$ cat src/rtl/aes_ctr_block_sched_if.sv
// Byte/block bus between the CTR block scheduler and its neighbours:
// the UART RX byte receiver, the AES-CTR core and the 128-bit TX serializer.
//
// Handshake semantics: every *_valid / *_enable / *_start / *_done signal is a
// single-cycle strobe. The qualified data is valid only in the cycle the strobe
// is high. There is no ready or backpressure path. A strobe that arrives while
// the receiver is not in the state that consumes it is dropped by the receiver.
interface aes_ctr_block_sched_if;
    logic [7:0]   rx_data;
    logic         rx_valid;
    logic         aes_enable;
    logic [127:0] aes_plaintext;
    logic [127:0] aes_nonce;
    logic         aes_valid;
    logic [127:0] aes_ciphertext;
    logic         tx_start;
    logic [127:0] tx_data;
    logic         tx_done;

    // Environment side: byte source, AES core and TX serializer.
    modport master (
        output rx_data, rx_valid, aes_valid, aes_ciphertext, tx_done,
        input  aes_enable, aes_plaintext, aes_nonce, tx_start, tx_data
    );

    // Scheduler side.
    modport slave (
        input  rx_data, rx_valid, aes_valid, aes_ciphertext, tx_done,
        output aes_enable, aes_plaintext, aes_nonce, tx_start, tx_data
    );
endinterface

$ cat src/rtl/aes_ctr_block_sched.sv
// AES-CTR block scheduler. It collects 16 RX bytes into a block (byte 0 is the
// MSB byte), starts the AES core with the current counter block and hands the
// ciphertext to the TX serializer. After transmission it advances the low
// CTR_WIDTH bits of the counter.
// Optional feature macro: AES_CTR_TIMEOUT_EN. When it is defined, the block is
// dropped if aes_valid does not arrive within TIMEOUT_CYCLES cycles.
module aes_ctr_block_sched #(
    parameter int CTR_WIDTH      = 32,
    parameter int TIMEOUT_CYCLES = 4096
) (
    input  logic                       clk,
    input  logic                       reset,
    aes_ctr_block_sched_if.slave       bus,
    input  logic [127:0]               nonce_base,
    input  logic                       ctr_load,
    output logic                       busy,
    output logic                       overrun,
    output logic                       err_timeout,
    output logic [15:0]                blocks_done,
    output logic [2:0]                 dbg_state,
    output logic [3:0]                 dbg_byte_cnt
);

    typedef enum logic [2:0] {
        S_COLLECT  = 3'd0,
        S_ISSUE    = 3'd1,
        S_WAIT_AES = 3'd2,
        S_SEND     = 3'd3,
        S_WAIT_TX  = 3'd4
    } state_t;

    // Only the low CTR_WIDTH bits of the counter block take part in the increment.
    localparam logic [127:0] CTR_MASK = (CTR_WIDTH >= 128) ? {128{1'b1}}
                                        : ((128'd1 << CTR_WIDTH) - 128'd1);

    state_t         state, state_next;
    logic [3:0]     byte_cnt;
    logic [3:0]     byte_idx;
    logic [127:0]   plaintext_r;
    logic [127:0]   nonce_r;
    logic [127:0]   nonce_inc;
    logic [127:0]   tx_data_r;
    logic           load_ok;
    logic           timeout_hit;

    // A load in COLLECT takes effect before a byte in the same cycle.
    // That byte then lands in slot 0.
    assign load_ok   = (state == S_COLLECT) && ctr_load;
    assign byte_idx  = load_ok ? 4'd0 : byte_cnt;
    assign nonce_inc = (nonce_r & ~CTR_MASK) | ((nonce_r + 128'd1) & CTR_MASK);

`ifdef AES_CTR_TIMEOUT_EN
    localparam int WAIT_W = $clog2(TIMEOUT_CYCLES + 1);

    logic [WAIT_W-1:0] wait_cnt;
    logic              err_timeout_r;

    assign timeout_hit = (wait_cnt == WAIT_W'(TIMEOUT_CYCLES - 1));
    assign err_timeout = err_timeout_r;

    // Wait counter for the AES result and the sticky timeout flag.
    // An aes_valid in the expiry cycle wins over the timeout.
    always_ff @(posedge clk or negedge reset) begin
        if (!reset) begin
            wait_cnt      <= '0;
            err_timeout_r <= 1'b0;
        end else begin
            if (state == S_WAIT_AES && !bus.aes_valid && !timeout_hit)
                wait_cnt <= wait_cnt + 1'b1;
            else
                wait_cnt <= '0;
            if (load_ok)
                err_timeout_r <= 1'b0;
            else if (state == S_WAIT_AES && !bus.aes_valid && timeout_hit)
                err_timeout_r <= 1'b1;
        end
    end
`else
    // No wait counter exists in this build. The comparison is never true for a
    // legal (positive) TIMEOUT_CYCLES.
    assign timeout_hit = (TIMEOUT_CYCLES < 0);
    assign err_timeout = 1'b0;
`endif

    // State register.
    always_ff @(posedge clk or negedge reset) begin
        if (!reset) state <= S_COLLECT;
        else        state <= state_next;
    end

    // Next-state decode: 16th byte, AES result, TX completion, optional timeout.
    always_comb begin
        state_next = state;
        case (state)
            S_COLLECT:  if (bus.rx_valid && byte_idx == 4'd15) state_next = S_ISSUE;
            S_ISSUE:    state_next = S_WAIT_AES;
            S_WAIT_AES: begin
                if (bus.aes_valid)    state_next = S_SEND;
                else if (timeout_hit) state_next = S_COLLECT;
            end
            S_SEND:     state_next = S_WAIT_TX;
            S_WAIT_TX:  if (bus.tx_done) state_next = S_COLLECT;
            default:    state_next = S_COLLECT;
        endcase
    end

    // Moore output decode from registered state.
    always_comb begin
        bus.aes_enable = (state == S_ISSUE);
        bus.tx_start   = (state == S_SEND);
        busy           = (state != S_COLLECT) || (byte_cnt != 4'd0);
        dbg_state      = state;
        dbg_byte_cnt   = byte_cnt;
    end

    // Datapath: byte assembly, counter block, ciphertext latch, status.
    always_ff @(posedge clk or negedge reset) begin
        if (!reset) begin
            byte_cnt    <= 4'd0;
            plaintext_r <= '0;
            nonce_r     <= '0;
            tx_data_r   <= '0;
            blocks_done <= 16'd0;
            overrun     <= 1'b0;
        end else begin
            if (load_ok) begin
                nonce_r     <= nonce_base;
                blocks_done <= 16'd0;
                overrun     <= 1'b0;
                byte_cnt    <= 4'd0;
            end
            if (state == S_COLLECT && bus.rx_valid) begin
                for (int i = 0; i < 16; i++) begin
                    if (byte_idx == 4'(i)) plaintext_r[8*(15-i) +: 8] <= bus.rx_data;
                end
                byte_cnt <= (byte_idx == 4'd15) ? 4'd0 : byte_idx + 4'd1;
            end
            if (state != S_COLLECT && bus.rx_valid)
                overrun <= 1'b1;
            if (state == S_WAIT_AES && bus.aes_valid)
                tx_data_r <= bus.aes_ciphertext;
            if (state == S_WAIT_TX && bus.tx_done) begin
                nonce_r     <= nonce_inc;
                blocks_done <= blocks_done + 16'd1;
            end
        end
    end

    assign bus.aes_plaintext = plaintext_r;
    assign bus.aes_nonce     = nonce_r;
    assign bus.tx_data       = tx_data_r;

endmodule
$ cat src/flat_wrapper.sv
// flat-port wrapper written by rule: the top's interface ports become plain ports
module aes_ctr_block_sched_flat 
#(
    parameter int CTR_WIDTH      = 32,
    parameter int TIMEOUT_CYCLES = 4096
)
  (clk, reset, nonce_base, ctr_load, busy, overrun, err_timeout, blocks_done, dbg_state, dbg_byte_cnt, bus_rx_data, bus_rx_valid, bus_aes_valid, bus_aes_ciphertext, bus_tx_done, bus_aes_enable, bus_aes_plaintext, bus_aes_nonce, bus_tx_start, bus_tx_data);
  aes_ctr_block_sched_if bus_i ();
  input  logic clk;
  input  logic reset;
  input  logic [127:0] nonce_base;
  input  logic ctr_load;
  output logic busy;
  output logic overrun;
  output logic err_timeout;
  output logic [15:0] blocks_done;
  output logic [2:0] dbg_state;
  output logic [3:0] dbg_byte_cnt;
  input wire logic [$bits(bus_i.rx_data)-1:0] bus_rx_data;
  input wire logic [$bits(bus_i.rx_valid)-1:0] bus_rx_valid;
  input wire logic [$bits(bus_i.aes_valid)-1:0] bus_aes_valid;
  input wire logic [$bits(bus_i.aes_ciphertext)-1:0] bus_aes_ciphertext;
  input wire logic [$bits(bus_i.tx_done)-1:0] bus_tx_done;
  output wire logic [$bits(bus_i.aes_enable)-1:0] bus_aes_enable;
  output wire logic [$bits(bus_i.aes_plaintext)-1:0] bus_aes_plaintext;
  output wire logic [$bits(bus_i.aes_nonce)-1:0] bus_aes_nonce;
  output wire logic [$bits(bus_i.tx_start)-1:0] bus_tx_start;
  output wire logic [$bits(bus_i.tx_data)-1:0] bus_tx_data;
  assign bus_i.rx_data = bus_rx_data;
  assign bus_i.rx_valid = bus_rx_valid;
  assign bus_i.aes_valid = bus_aes_valid;
  assign bus_i.aes_ciphertext = bus_aes_ciphertext;
  assign bus_i.tx_done = bus_tx_done;
  assign bus_aes_enable = bus_i.aes_enable;
  assign bus_aes_plaintext = bus_i.aes_plaintext;
  assign bus_aes_nonce = bus_i.aes_nonce;
  assign bus_tx_start = bus_i.tx_start;
  assign bus_tx_data = bus_i.tx_data;
  aes_ctr_block_sched #(.CTR_WIDTH(CTR_WIDTH), .TIMEOUT_CYCLES(TIMEOUT_CYCLES)) u_core (.clk(clk), .reset(reset), .bus(bus_i), .nonce_base(nonce_base), .ctr_load(ctr_load), .busy(busy), .overrun(overrun), .err_timeout(err_timeout), .blocks_done(blocks_done), .dbg_state(dbg_state), .dbg_byte_cnt(dbg_byte_cnt));
endmodule
$ cat config.mk
export PLATFORM = sky130hd
export DESIGN_NAME = aes_ctr_block_sched_flat
export DESIGN_NICKNAME = d
export VERILOG_FILES = /design/src/rtl/aes_ctr_block_sched_if.sv /design/src/rtl/aes_ctr_block_sched.sv /design/src/flat_wrapper.sv
export SDC_FILE = /design/constraint.sdc
export NUM_CORES = 1
export LEC_CHECK = 0
export ABC_AREA = 1
export BUFFER_PORTS_ARGS = -buffer_cell sky130_fd_sc_hd__buf_2
export CORE_AREA = 8 8 258 260
export CTS_CLUSTER_DIAMETER = 80
export CTS_CLUSTER_SIZE = 16
export DETAILED_ROUTE_END_ITERATION = 8
export DIE_AREA = 0 0 266 268
export SLEW_MARGIN = 15
export SYNTH_ARGS = -nofsm -noshare
export SYNTH_HDL_FRONTEND = slang
export SYNTH_SLANG_ARGS = --single-unit
$ cat constraint.sdc
create_clock -name clk -period 4.1 [get_ports clk]
set_input_delay 1.025 -clock clk [delete_from_list [all_inputs] [get_ports clk]]
set_output_delay 1.025 -clock clk [all_outputs]
set_load 0.005 [all_outputs]
==> flow_summary.ini <==
[routing]
firstDrtPassIters = 5
routed_wl_um = 61800
drt_iter0_markers = 939
route.detailed.drc = 0
viasPerCell = 4.39
ant_nets = 0
vias = 14400
wire_per_inst_um = 18.9

[die]
ioPinCount = 682
start_util_pct = 26.9
core_um2 = 62400
dieArea_um2 = 71300
die_w_um = 266
die_height_um = 268
row_count = 92

[grt]
grt_max_degree = 127
grt_usage_pct = 16.4
gr-total-overflow = 0
grt_pass1_wl_um = 91400
antenna_found_initial = 11
grt_pass1_vias = 14500

[setup_path]
cp-start-kind = flip-flop
max_stage_delay_ns = 0.47
critical_path_class = flip-flop to primary output
worst_ep_arrival_time_ns = 1.92
crit_chain = nor2_4 > nand2_2 > inv_1 > nand4_1 > buf_2
cp.required_ns = 3.07
crit_fanout = 6
critPathTopFamily = simple AND/OR/NAND/NOR gates
critPathSlowestCell = dfrtp_1
crit_buf_inv = 2
cp-end-kind = primary output

[synthesis]
avgSynthCellArea_um2 = 9.65
seq_area_frac_synth_pct = 60.8
synth_edf_count = 0
synth_seq_cells = 408
syn_area_um2 = 16800
yosysUniqueCellTypes = 37
synthFlopType = dfrtp_1
synth_fp_nets = 2017
synth_warnings = 0
async_flop_share_pct = 100
synthCells = 1741

[pwr]
p_per_area_nw_per_um2 = 681
peakVddDrop_mv = 0.420
p_leak_nw = 12.1

[placed_design]
hpwl_um = 48000
place_area_um2 = 21200
io_buffers = 680
gp_congestion = 0.930
dp_slack_ns = 0.894

[cts]
clkSlewWorstSetupHoldPaths_ns = 0.07
cts_tree = yes
htreeDepth = 2
hold_buffers = 0
root_buffer = clkbuf_16
cts.sinks = 408
cts_max_path_buffers = 3
cts_buffers = 34
cts_resized = 0
cts_setup_buffers = 0
clock_latency_ns = 0.54

[final_layout]
drive_gt1_share_pct = 37.6
fillCellCount = 6502
final_cell_area_um2 = 22200
nets = 2683
area_growth_syn_to_layout_pct = 32.3

[timing]
worst_slack_ns = 1.16
worst_pin_slew_ns = 0.866
fin_crit_ns = 2.94
fmax_ghz = 0.340
slew_viol_final = 0
finalCritPeriodShare_pct = 71.8
finalSetupViolCount = 0
slew_headroom_pct = 42.2
grt_setup_unrepaired = false
finalClockSkew_ns = 0.0148
hold_viol_final = 0
setup_tns_ns = 0

[run_status]
status = finished clean

[job]
drv_cap = 0

[min_path]
hold_path_class = flip-flop to flip-flop
-- per-layer routing --
layer  global-route usage [%]  share of wire (%)  up-vias
met5                        0              0.045        -
met2                     27.0                 48      535
met3                     5.36                8.7       89
li1                         -                  -     6874
met4                     4.33                2.4        4
met1                     20.6                 41     6854
-- final timing paths --
kind / end / depth (start not counted) / slack [ns] / start
min in group asynchronous: u_core.bus.aes_nonce[5] / 1 / 0.52 / reset
worst max register to register: u_core.bus.aes_plaintext[76] / 8 / 1.27 / u_core.dbg_state[2]
worst min-delay path: u_core.bus.aes_nonce[76] / 2 / 0.47 / u_core.bus.aes_nonce[76]
worst min register to register: u_core.bus.aes_nonce[76] / 2 / 0.47 / u_core.bus.aes_nonce[76]
worst max-delay path: busy / 5 / 1.16 / u_core.dbg_state[2]
max in group asynchronous: u_core.bus.aes_plaintext[119] / 2 / 2.67 / reset
-- area by class of cell --
class	count	area, um2	share of cell area (%)
Antenna cell	7	17.5	0.0789
Inverter	89	337	1.52
Multi-Input combinational cell	1172	5950	26.8
Clock inverter	8	73.8	0.332
Sequential cell	408	10200	46.0
Tap cell	846	1060	4.77
Timing Repair Buffer	702	3650	16.4
Clock buffer	39	911	4.10
-- state kept, by name, indices dropped and copies added, names as in the netlist --
signal / count
u_core.dbg_state: 3
u_core.bus.aes_nonce: 128
u_core.dbg_byte_cnt: 4
u_core.blocks_done: 16
u_core.overrun: 1
u_core.bus.tx_data: 128
u_core.bus.aes_plaintext: 128
-- cell usage after synthesis, types with 3 or more instances --
master | count | area, um2
a21oi_1 | 13 | 65.1
buf_1 | 8 | 30.0
buf_2 | 25 | 125
clkbuf_1 | 37 | 139
dfrtp_1 | 408 | 10200
ha_1 | 6 | 75.1
inv_1 | 82 | 308
inv_2 | 6 | 22.5
mux2_2 | 128 | 1440
nand2_1 | 698 | 2620
nand2_2 | 10 | 62.6
nand3_1 | 41 | 205
nand4_1 | 5 | 31.3
nor2_1 | 66 | 248
nor2_2 | 10 | 62.6
nor3_1 | 3 | 15.0
o211ai_1 | 3 | 22.5
o21ai_0 | 137 | 686
o21ai_1 | 17 | 85.1
o21bai_1 | 3 | 22.5
o22ai_1 | 4 | 25.0
xor2_1 | 9 | 78.8
-- where the power goes --
part	switching (W)	internal [W]
Sequential	0.000986	0.00555
Combinational	0.00302	0.00243
Clock	0.00153	0.00160
-- cell usage in the layout (no fill, tap or decap), drive strengths merged, types with 2 or more instances in the layout --
cell    synthesis  layout
o22ai           4       4
nor2           80      80
xor2            9       9
o211ai          3       3
nand3b          2       2
mux2          128     128
a21oi          13      13
nor3            3       3
xnor2           2       2
o21ai         154     154
a22oi           2       2
diode           0       7
dfrtp         408     408
clkbuf         37      39
inv            88      92
nand4           5       5
ha              6       6
buf            35     702
nand3          43      43
nand2         708     708
clkinv          1       5
o21bai          3       3
-- per-stage QoR --
stage | utilization (%) | power (W) | hold WS (ns) | instances
after floorplan | - | 0.00910 | 0.472 | 1741
after global placement | 34.0 | 0.0121 | 0.457 | 3217
after detailed placement | 34.0 | 0.0122 | 0.460 | 3217
after CTS | 35.6 | 0.0154 | 0.478 | 3264
after global routing | 35.6 | 0.0162 | 0.494 | 3267
final | 35.6 | 0.0151 | 0.474 | 3271
-- kinds of logic (layout without fill, tap and decap cells) --
group           count (synthesis)  count (layout)  synth area share, %
buf+inv                       161             838                 3.83
simple gates                  843             843                 20.1
mux                           128             128                 8.58
flops                         408             408                 60.8
compound gates                183             183                 5.67
xor+xnor                       11              11                0.574
fa+ha+maj                       6               6                0.447
other cells                     1               8               0.0223
-- worst min-delay path: stages, from the launching register on --
cell and delay [ns]:
dfrtp_1 0.34, nand2_1 0.05, nand2_1 0.05
No activity file was read; power rests on OpenSTA's default activity.
